**src/rtl/signed_divider_if.sv**
```systemverilog
// Operand/result bundle for the signed 32/16 divider.
// master drives the request; slave is the divider side.
`timescale 1ns/1ps
interface signed_divider_if;
  logic        start;
  logic [31:0] dividend;
  logic [15:0] divisor;
  logic        busy;
  logic        done;
  logic [15:0] quotient;
  logic [15:0] remainder;
  logic        overflow;
  logic        div_by_zero;

  modport master (
    output start, dividend, divisor,
    input  busy, done, quotient, remainder, overflow, div_by_zero
  );

  modport slave (
    input  start, dividend, divisor,
    output busy, done, quotient, remainder, overflow, div_by_zero
  );
endinterface

```
**src/rtl/signed_divider.sv**
```systemverilog
// Signed 32/16 restoring divider with fixed 18-cycle start-to-done latency,
// saturating quotient on overflow or divide-by-zero.
`timescale 1ns/1ps
module signed_divider (
  input logic             clk,
  input logic             rst,
  signed_divider_if.slave bus
);
  typedef enum logic [2:0] {S_IDLE, S_PREP, S_ITER, S_FIX, S_DONE} state_t;

  state_t      r_state;
  state_t      w_state_next;
  logic [31:0] r_dividend;
  logic [15:0] r_divisor;
  logic [15:0] r_rem;
  logic [15:0] r_lo;
  logic [16:0] r_dvsr;
  logic [3:0]  r_cnt;
  logic        r_sign;
  logic        r_neg_dvd;
  logic        r_zero;
  logic        r_preovf;
  logic [15:0] r_quotient;
  logic [15:0] r_remainder;
  logic        r_overflow;
  logic        r_div_by_zero;
  logic        w_busy;
  logic        w_done;

  logic [31:0] w_dvd_abs;
  logic [16:0] w_dvs_abs;
  logic [16:0] w_trial;
  logic        w_ge;
  logic [15:0] w_diff;
  logic        w_mag_ovf;
  logic        w_ovf;
  logic [15:0] w_sat;
  logic [15:0] w_fix_q;
  logic [15:0] w_fix_r;

  // Negating -2^31 / -32768 wraps back to the same bit pattern, which is the
  // correct unsigned magnitude at these widths.
  assign w_dvd_abs = r_dividend[31] ? (32'd0 - r_dividend) : r_dividend;
  assign w_dvs_abs = 17'd0 - {r_divisor[15], r_divisor};

  // Remainder stays below the divisor, so a 16-bit difference is exact.
  assign w_trial = {r_rem, r_lo[15]};
  assign w_ge    = (w_trial >= r_dvsr);
  assign w_diff  = w_trial[15:0] - r_dvsr[15:0];

  assign w_mag_ovf = r_sign ? (r_lo > 16'h8000) : (r_lo > 16'h7FFF);
  assign w_ovf     = r_preovf | w_mag_ovf;
  assign w_sat     = r_sign ? 16'h8000 : 16'h7FFF;

  always_comb begin
    w_fix_q = r_sign ? (16'd0 - r_lo) : r_lo;
    w_fix_r = r_neg_dvd ? (16'd0 - r_rem) : r_rem;
    if (r_zero) begin
      w_fix_q = r_neg_dvd ? 16'h8000 : 16'h7FFF;
      w_fix_r = 16'h0000;
    end else if (w_ovf) begin
      w_fix_q = w_sat;
      w_fix_r = 16'h0000;
    end
  end

  always_ff @(posedge clk) begin
    if (rst) r_state <= S_IDLE;
    else     r_state <= w_state_next;
  end

  always_comb begin
    w_state_next = r_state;
    case (r_state)
      S_IDLE:  if (bus.start) w_state_next = S_PREP;
      S_PREP:  w_state_next = S_ITER;
      S_ITER:  if (r_cnt == 4'd15) w_state_next = S_FIX;
      S_FIX:   w_state_next = S_DONE;
      S_DONE:  w_state_next = S_IDLE;
      default: w_state_next = S_IDLE;
    endcase
  end

  always_comb begin
    w_busy = 1'b0;
    w_done = 1'b0;
    case (r_state)
      S_PREP, S_ITER, S_FIX: w_busy = 1'b1;
      S_DONE:                w_done = 1'b1;
      default:               ;
    endcase
  end

  always_ff @(posedge clk) begin
    if (rst) begin
      r_dividend    <= 32'd0;
      r_divisor     <= 16'd0;
      r_rem         <= 16'd0;
      r_lo          <= 16'd0;
      r_dvsr        <= 17'd0;
      r_cnt         <= 4'd0;
      r_sign        <= 1'b0;
      r_neg_dvd     <= 1'b0;
      r_zero        <= 1'b0;
      r_preovf      <= 1'b0;
      r_quotient    <= 16'd0;
      r_remainder   <= 16'd0;
      r_overflow    <= 1'b0;
      r_div_by_zero <= 1'b0;
    end else begin
      case (r_state)
        S_IDLE: begin
          if (bus.start) begin
            r_dividend <= bus.dividend;
            r_divisor  <= bus.divisor;
          end
        end
        S_PREP: begin
          r_rem     <= w_dvd_abs[31:16];
          r_lo      <= w_dvd_abs[15:0];
          r_dvsr    <= r_divisor[15] ? w_dvs_abs : {1'b0, r_divisor};
          r_sign    <= r_dividend[31] ^ r_divisor[15];
          r_neg_dvd <= r_dividend[31];
          r_zero    <= (r_divisor == 16'd0);
          r_preovf  <= ({1'b0, w_dvd_abs[31:16]} >=
                        (r_divisor[15] ? w_dvs_abs : {1'b0, r_divisor}));
          r_cnt     <= 4'd0;
        end
        S_ITER: begin
          r_rem <= w_ge ? w_diff : w_trial[15:0];
          r_lo  <= {r_lo[14:0], w_ge};
          r_cnt <= r_cnt + 4'd1;
        end
        S_FIX: begin
          r_quotient    <= w_fix_q;
          r_remainder   <= w_fix_r;
          r_overflow    <= ~r_zero & w_ovf;
          r_div_by_zero <= r_zero;
        end
        default: ;
      endcase
    end
  end

  assign bus.busy        = w_busy;
  assign bus.done        = w_done;
  assign bus.quotient    = r_quotient;
  assign bus.remainder   = r_remainder;
  assign bus.overflow    = r_overflow;
  assign bus.div_by_zero = r_div_by_zero;
endmodule

```
**src/flat_wrapper.sv**
```systemverilog
// flat-port wrapper written by rule: the top's interface ports become plain ports
module signed_divider_flat 
  (clk, rst, bus_start, bus_dividend, bus_divisor, bus_busy, bus_done, bus_quotient, bus_remainder, bus_overflow, bus_div_by_zero);
  signed_divider_if bus_i ();
  input logic clk;
  input logic rst;
  input wire logic [$bits(bus_i.start)-1:0] bus_start;
  input wire logic [$bits(bus_i.dividend)-1:0] bus_dividend;
  input wire logic [$bits(bus_i.divisor)-1:0] bus_divisor;
  output wire logic [$bits(bus_i.busy)-1:0] bus_busy;
  output wire logic [$bits(bus_i.done)-1:0] bus_done;
  output wire logic [$bits(bus_i.quotient)-1:0] bus_quotient;
  output wire logic [$bits(bus_i.remainder)-1:0] bus_remainder;
  output wire logic [$bits(bus_i.overflow)-1:0] bus_overflow;
  output wire logic [$bits(bus_i.div_by_zero)-1:0] bus_div_by_zero;
  assign bus_i.start = bus_start;
  assign bus_i.dividend = bus_dividend;
  assign bus_i.divisor = bus_divisor;
  assign bus_busy = bus_i.busy;
  assign bus_done = bus_i.done;
  assign bus_quotient = bus_i.quotient;
  assign bus_remainder = bus_i.remainder;
  assign bus_overflow = bus_i.overflow;
  assign bus_div_by_zero = bus_i.div_by_zero;
  signed_divider u_core (.clk(clk), .rst(rst), .bus(bus_i));
endmodule
```
**config.mk**
```make
export PLATFORM = sky130hd
export DESIGN_NAME = signed_divider_flat
export DESIGN_NICKNAME = d
export VERILOG_FILES = /design/src/rtl/signed_divider_if.sv /design/src/rtl/signed_divider.sv /design/src/flat_wrapper.sv
export SDC_FILE = /design/constraint.sdc
export NUM_CORES = 1
export LEC_CHECK = 0
export CORE_AREA = 2 2 167 169
export CTS_CLUSTER_DIAMETER = 40
export CTS_CLUSTER_SIZE = 25
export DETAILED_ROUTE_END_ITERATION = 10
export DIE_AREA = 0 0 169 171
export GPL_TIMING_DRIVEN = 1
export MAX_ROUTING_LAYER = met4
export PLACE_DENSITY = 0.49
export SLEW_MARGIN = 10
export SYNTH_ARGS = -nofsm -noshare
export SYNTH_HDL_FRONTEND = slang
export SYNTH_SLANG_ARGS = --single-unit
```
**constraint.sdc**
```tcl
create_clock -name clk -period 4.15 [get_ports clk]
set_input_delay 0.415 -clock clk [delete_from_list [all_inputs] [get_ports clk]]
set_output_delay 0.415 -clock clk [all_outputs]
set_load 0.1 [all_outputs]
```
==> results.sh, run 1 <==
export IMPL_outcome="finished, final reports clean"
export IMPL_rows=61
export IMPL_numCtsBuffers=17
export IMPL_startpoint_type="register"
export IMPL_cts_sinks=142
export IMPL_avgRoutedWirePerCell_um=16.79
export IMPL_grt_util_met2=0.2468
export IMPL_p_per_area_nw_per_um2=470.7
export IMPL_drtPass1Iterations=5
export IMPL_holdPathEnd="u_core.bus.overflow$_SDFFE_PP0P_"
export IMPL_ir_drop_uv=257.8
export IMPL_grtUsageMet3=0.02753
export IMPL_crit_family="simple AND/OR/NAND/NOR gates"
export IMPL_synthTopCellsByCount="159 x nand2_1, 142 x dfxtp_1, 94 x a21oi_1"
export IMPL_reg2reg_slack_ns=0.56
export IMPL_hold_viol_final=0
export IMPL_drive_above_1_share=0.05322
export IMPL_core_area_um2=27320
export IMPL_finalNetCount=1150
export IMPL_syn_area_per_cell_um2=7.997
export IMPL_synth_area_um2=8045
export IMPL_insertion_delay_ns=0.42
export IMPL_htreeDepth=4
export IMPL_cts_root_buf="clkbuf_16"
export IMPL_yosysTopAreaCell="dfxtp_1"
export IMPL_worst_slew_pin_slew_ns=1.085
export IMPL_synthFlopType="dfxtp_1"
export IMPL_cts_tree="built"
export IMPL_areaGrowthSynthToFinish_pct=22.71
export IMPL_synth_edf_count=0
export IMPL_synth_cells=1006
export IMPL_portBuffers=86
export IMPL_clk_path_buf_depth=2
export IMPL_tns_ns=0
export IMPL_maxSlewViolCount=0
export IMPL_antenna_found_initial=0
export IMPL_grt_pass1_wl_mm=38.10
export IMPL_worst_endpoint_required_ns=4.44
export IMPL_synth_most_common_cell="nand2_1"
export IMPL_synthArstFlopShare=0
export IMPL_cts_setup_buffers=0
export IMPL_worst_path_buf_inv=0
export IMPL_clk_pin_slew_ns=0.06
export IMPL_path_class="reg2reg"
export IMPL_period_minus_slack_ns=3.594
export IMPL_seqCellArea_um2=2843
export IMPL_io_pins=87
export IMPL_die_h_um=171
export IMPL_setup_viol=0
export IMPL_grt_use_total=0.1709
export IMPL_hold_class="reg2reg"
export IMPL_worstSetupEndpointType="register"
export IMPL_dieArea_um2=28900
export IMPL_yosysWarnings=0
export IMPL_fin_crit_sh=0.8660
export IMPL_cpPeakStageDelay_ns=0.60
export IMPL_synthDominantCellAreaShare=0.3533
export IMPL_drt_wl_total_mm=23.80
export IMPL_initial_core_util=0.2944
export IMPL_drtIter0Drc=569
export IMPL_synth_area_leaders="dfxtp_1 35%, nand2_1 7.4%, ha_1 5.9%"
export IMPL_hpwl_mm=17.26
export IMPL_worstPathArrival_ns=3.89
export IMPL_drcViolationCount=0
export IMPL_synth_nets=1096
export IMPL_ys_seq_area_frac=0.3533
export IMPL_grt_max_degree=88
export IMPL_grt_pass1_vias=6818
export IMPL_vias=7243
export IMPL_skew_ns=0.009725
export IMPL_busiest_layer="met1"
export IMPL_timing_rr_start="u_core.r_divisor[6]$_SDFFE_PP0P_"
export IMPL_holdCritStartpoint="u_core.bus.overflow$_SDFFE_PP0P_"
export IMPL_slew_headroom=0.2769
export IMPL_rsz0062_at_grt="no"
export IMPL_use_met1=0.2505
export IMPL_maxCapViolCount=0
export IMPL_grt_ovfl_total=0
export IMPL_antenna_cells=0
export IMPL_max_freq_mhz=278.3
export IMPL_ant_nets=0
export IMPL_multi_input_area_um2=4837
export IMPL_holdBufCountCts=0
export IMPL_gp_congestion=0.8687
export IMPL_avgViaCountPerCell=5.112
export IMPL_regToRegEndpoint="u_core.r_preovf$_SDFFE_PP0P_"
export IMPL_hold_depth=2
export IMPL_nFillCells=2897
export IMPL_cp_cell_sequence="or4_1 > nor4_1 > nand2b_1 > o21ai_0 > xor2_1 > ha_1 > nand3_1 > nor4_1 > a221o_1 > a21oi_1 > nor2_1 > a2111oi_0 > a21oi_1"
export IMPL_leakagePower_nw=3.636
export IMPL_die_w_um=169
export IMPL_synth_cell_type_count=58
export IMPL_cts_resized=0
export IMPL_cp_max_fo=6
export IMPL_yosys_register_bits=142
export IMPL_cpMaxStageDelayCell="or4_1"
export IMPL_post_route_util=0.3613
export IMPL_ff2ff_path_depth=13
==> layer usage <==
| layer | vias to the layer above | routed length, um |
|---|---|---|
| li1 | 3697 | - |
| met4 | 0 | 197 |
| met3 | 21 | 894 |
| met1 | 3363 | 12860 |
| met5 | - | 0 |
| met2 | 162 | 9841 |
==> cell type report <==
type,count,share of cell area
Tap cell,346,0.04385
Inverter,32,0.01217
Timing Repair Buffer,101,0.09835
Multi-Input combinational cell,766,0.4900
Sequential cell,142,0.2880
Clock buffer,20,0.04626
Clock inverter,10,0.02142
==> placed cells by master, fill, tap and decap left out, types with 17 or more instances in the layout <==
cell type,synthesis,final
dfxtp_1,142,142
a211oi_1,17,17
xor2_1,29,29
clkdlybuf4s50_1,0,85
nand2_1,159,159
a221oi_1,18,18
nor2_1,90,89
clkbuf_16,0,17
a22oi_1,42,42
o31ai_1,21,21
a21oi_1,94,94
o21ai_0,35,35
inv_1,31,31
ha_1,38,38
xnor2_1,53,53
==> cell families (layout without fill, tap and decap cells) <==
family                     Yosys count  count (layout)  synth area share
muxes                               14              14           0.01773
adders and majority gates           39              39           0.06159
DFF                                142             142            0.3533
AOI/OAI and AO/OA                  294             294            0.2418
and+or+nand+nor                    337             337            0.1893
xor gates and xnor gates            82              82           0.08927
buffers and inverters               98             163           0.04697
==> metrics by stage <==
step                      power (W)  hold slack, ns  instances  instance area, um2  setup WS (ns)
final                      0.004647          0.4591       1417                9872         0.5563
after floorplan            0.002505          0.4303       1006                8045          1.003
after global placement     0.002914          0.4388       1387                9204         0.7020
after detailed placement   0.002907          0.4521       1387                9204         0.6662
after global routing       0.004894          0.4955       1417                9872         0.3769
after CTS                  0.004672          0.4602       1417                9872         0.6321
==> worst max-delay path by stage <==
stage / startpoint / end / slack [ns] / depth (start not counted)
2_1_floorplan: u_core.r_dividend[0]$_SDFFE_PP0P_ / u_core.r_preovf$_SDFFE_PP0P_ / 1.00 / 13
3_3_place_gp: u_core.r_divisor[6]$_SDFFE_PP0P_ / u_core.r_preovf$_SDFFE_PP0P_ / 0.70 / 13
3_5_place_dp: u_core.r_dividend[7]$_SDFFE_PP0P_ / u_core.r_preovf$_SDFFE_PP0P_ / 0.67 / 13
4_1_cts: u_core.r_dividend[7]$_SDFFE_PP0P_ / u_core.r_preovf$_SDFFE_PP0P_ / 0.63 / 13
5_1_grt: u_core.r_dividend[0]$_SDFFE_PP0P_ / u_core.r_preovf$_SDFFE_PP0P_ / 0.38 / 14
6_report: u_core.r_divisor[6]$_SDFFE_PP0P_ / u_core.r_preovf$_SDFFE_PP0P_ / 0.56 / 13
==> flip-flops by register name (all words and copies together) (netlist names) <==
register	flops
u_core.bus.div_by_zero	1
u_core.bus.quotient	16
u_core.r_dvsr	17
u_core.bus.remainder	16
u_core.r_rem	16
u_core.r_neg_dvd	1
u_core.r_preovf	1
u_core.r_dividend	32
u_core.r_state	3
u_core.r_divisor	16
u_core.r_cnt	4
u_core.r_zero	1
u_core.r_sign	1
u_core.bus.overflow	1
u_core.r_lo	16
==> worst min-delay path: cells and delay by family, from the launching register on <==
| family | cells | cell delay (ns) |
|---|---|---|
| simple gates | 1 | 0.05 |
| compound gates | 1 | 0.05 |
| flops | 1 | 0.31 |
==> power breakdown <==
part / internal (W) / switching [W]
Sequential: 0.00144 / 0.000129
Combinational: 0.000550 / 0.000777
Clock: 0.00115 / 0.000596
Total: 0.00314 / 0.00150
Note: power is estimated with default switching activity, not from simulation.
==> run 2: changes to the inputs <==
--- a/config.mk
+++ b/config.mk
@@ -5,6 +5,7 @@
 export SDC_FILE = /design/constraint.sdc
 export NUM_CORES = 1
 export LEC_CHECK = 0
+export CAP_MARGIN = 20
 export CORE_AREA = 2 2 167 169
 export CTS_CLUSTER_DIAMETER = 40
 export CTS_CLUSTER_SIZE = 25
==> run 2 against run 1 <==
Count of clock-buffer cells in the layout unchanged; combinational power barely moved; register-to-register slack better by 0.04 ns; die area unchanged; routed wire length about the same; sequential share of layout area about the same; non-clock buffer count is 1 higher; clock skew barely moved; first-iteration DRC count up 13%; fmax rose by 1.1%; largest power group unchanged; highest routed layer unchanged.
==> results.sh, run 2 (synthesis results as in run 1) <==
export IMPL_outcome="finished, final reports clean"
export IMPL_core_area_um2=27320
export IMPL_wl_met1_mm=12.80
export IMPL_fin_area_um2=9879
export IMPL_seq_power_share=0.338
export IMPL_ir_drop_uv=257.2
export IMPL_die_h_um=171
export IMPL_maxSlewViolCount=0
export IMPL_hold_class="reg2reg"
export IMPL_period_minus_slack_ns=3.556
export IMPL_drtIter0Drc=642
export IMPL_cp_cell_sequence="or4_1 > nor4_1 > nand2b_1 > o21ai_0 > xor2_1 > ha_1 > nand3_1 > nor4_1 > a221o_1 > a21oi_1 > nor2_1 > a2111oi_0 > a21oi_1"
export IMPL_fin_crit_sh=0.8568
export IMPL_maxCapViolCount=0
export IMPL_finalNetCount=1151
export IMPL_worstSetupEndpointType="register"
export IMPL_reg2reg_slack_ns=0.59
export IMPL_htreeDepth=4
export IMPL_cts_sinks=142
export IMPL_setup_viol=0
export IMPL_drt_wl_total_mm=23.82
export IMPL_avgRoutedWirePerCell_um=16.80
export IMPL_top_register="u_core.r_dividend"
export IMPL_cpPeakStageDelay_ns=0.60
export IMPL_cellInternalPower_w=0.003144
export IMPL_top_regs="u_core.r_dividend (32), u_core.r_dvsr (17)"
export IMPL_areaGrowthSynthToFinish_pct=22.80
export IMPL_p_switching_w=0.001501
export IMPL_clkPwrFrac=0.377
export IMPL_drtPass1Iterations=5
export IMPL_grt_pass1_wl_mm=38.10
export IMPL_initial_core_util=0.2944
export IMPL_routed_top_layer="met4"
export IMPL_path_class="reg2reg"
export IMPL_clk_path_buf_depth=2
export IMPL_numCtsBuffers=17
export IMPL_largest_reg_flops=32
export IMPL_hold_viol_final=0
export IMPL_portBuffers=86
export IMPL_holdBufCountCts=0
export IMPL_hpwl_mm=17.26
export IMPL_cpMaxStageDelayCell="or4_1"
export IMPL_wl_met3_um=991
export IMPL_drive_above_1_share=0.05410
export IMPL_cp_max_fo=6
export IMPL_cts_root_buf="clkbuf_16"
export IMPL_cts_setup_buffers=0
export IMPL_route_met2_wl_mm=9.835
export IMPL_timing_hold_ws_ns=0.4587
export IMPL_drcViolationCount=0
export IMPL_vias=7259
export IMPL_grt_use_total=0.1709
export IMPL_rsz0062_at_grt="no"
export IMPL_io_pins=87
export IMPL_p_comb_frac=0.286
export IMPL_leakagePower_nw=3.642
export IMPL_p_per_area_nw_per_um2=470.2
export IMPL_avgViaCountPerCell=5.119
export IMPL_worstPathArrival_ns=3.85
export IMPL_final_common_cell="nand2_1"
export IMPL_ant_nets=0
export IMPL_cts_resized=0
export IMPL_rows=61
export IMPL_grt_pass1_vias=6818
export IMPL_max_freq_mhz=281.2
export IMPL_switching_share=0.3231
export IMPL_insertion_delay_ns=0.42
export IMPL_cts_tree="built"
export IMPL_dieArea_um2=28900
export IMPL_final_cell_mix="159 x nand2_1, 142 x dfxtp_1, 94 x a21oi_1"
export IMPL_antenna_cells=0
export IMPL_clk_pin_slew_ns=0.06
export IMPL_worst_endpoint_required_ns=4.44
export IMPL_slew_headroom=0.3367
export IMPL_worst_slew_pin_slew_ns=0.9950
export IMPL_placed_area_um2=9204
export IMPL_tns_ns=0
export IMPL_skew_ns=0.009311
export IMPL_gp_congestion=0.8687
export IMPL_die_w_um=169
export IMPL_grt_ovfl_total=0
export IMPL_startpoint_type="register"
export IMPL_antenna_found_initial=0
export IMPL_grt_max_degree=88
==> run 2: changes by cell type in the layout (fill, tap and decap cells not counted), sizes merged <==
cell / before / now
buf: 16 / 17
==> run 2: power by group through the flow <==
stage               Clock, W  Sequential (W)  Combinational (W)
global route         0.00185         0.00158            0.00146
CTS                  0.00179         0.00157            0.00132
detailed placement         0         0.00160            0.00131
floorplan                  0         0.00155           0.000953
global placement           0         0.00160            0.00132
finish               0.00175         0.00157            0.00133
==> run 2: stage by stage <==
step	instances	utilization	power [W]	worst slack [ns]
finish	1418	0.3616	0.004646	0.5944
global placement	1387	0.3368	0.002914	0.7020
detailed placement	1387	0.3368	0.002907	0.6662
CTS	1417	0.3613	0.004672	0.6321
global route	1418	0.3616	0.004894	0.3769
floorplan	1006	-	0.002505	1.003
==> run 2: per-layer routing <==
| layer | vias up | GRT usage |
|---|---|---|
| li1 | 3700 | - |
| met2 | 180 | 0.2468 |
| met5 | - | - |
| met4 | 0 | 0.03456 |
| met3 | 18 | 0.02753 |
| met1 | 3361 | 0.2505 |
==> run 2: worst paths after layout <==
| kind | from | end | cells after the start |
|---|---|---|---|
| setup / recovery | u_core.r_divisor[6]$_SDFFE_PP0P_ | u_core.r_preovf$_SDFFE_PP0P_ | 13 |
| hold / removal | u_core.bus.overflow$_SDFFE_PP0P_ | u_core.bus.overflow$_SDFFE_PP0P_ | 2 |
| setup reg to reg | u_core.r_divisor[6]$_SDFFE_PP0P_ | u_core.r_preovf$_SDFFE_PP0P_ | 13 |
| hold reg to reg | u_core.bus.overflow$_SDFFE_PP0P_ | u_core.bus.overflow$_SDFFE_PP0P_ | 2 |
==> run 2: layout make-up <==
type | instances | area (um2)
multi-input combinational | 766 | 4837
clock inverter | 10 | 211.5
timing repair buffer | 102 | 978.4
inverter | 32 | 120.1
tap | 346 | 432.9
fill | 2897 | 17440
clock buffer | 20 | 456.7
sequential | 142 | 2843
==> run 2: critical path, delay by kind of cell, from the launching register on <==
kind / cells / cell delay (ns)
xor+xnor: 1 / 0.27
fa+ha+maj: 1 / 0.29
compound gates: 5 / 1.16
flops: 1 / 0.35
simple gates: 6 / 1.35
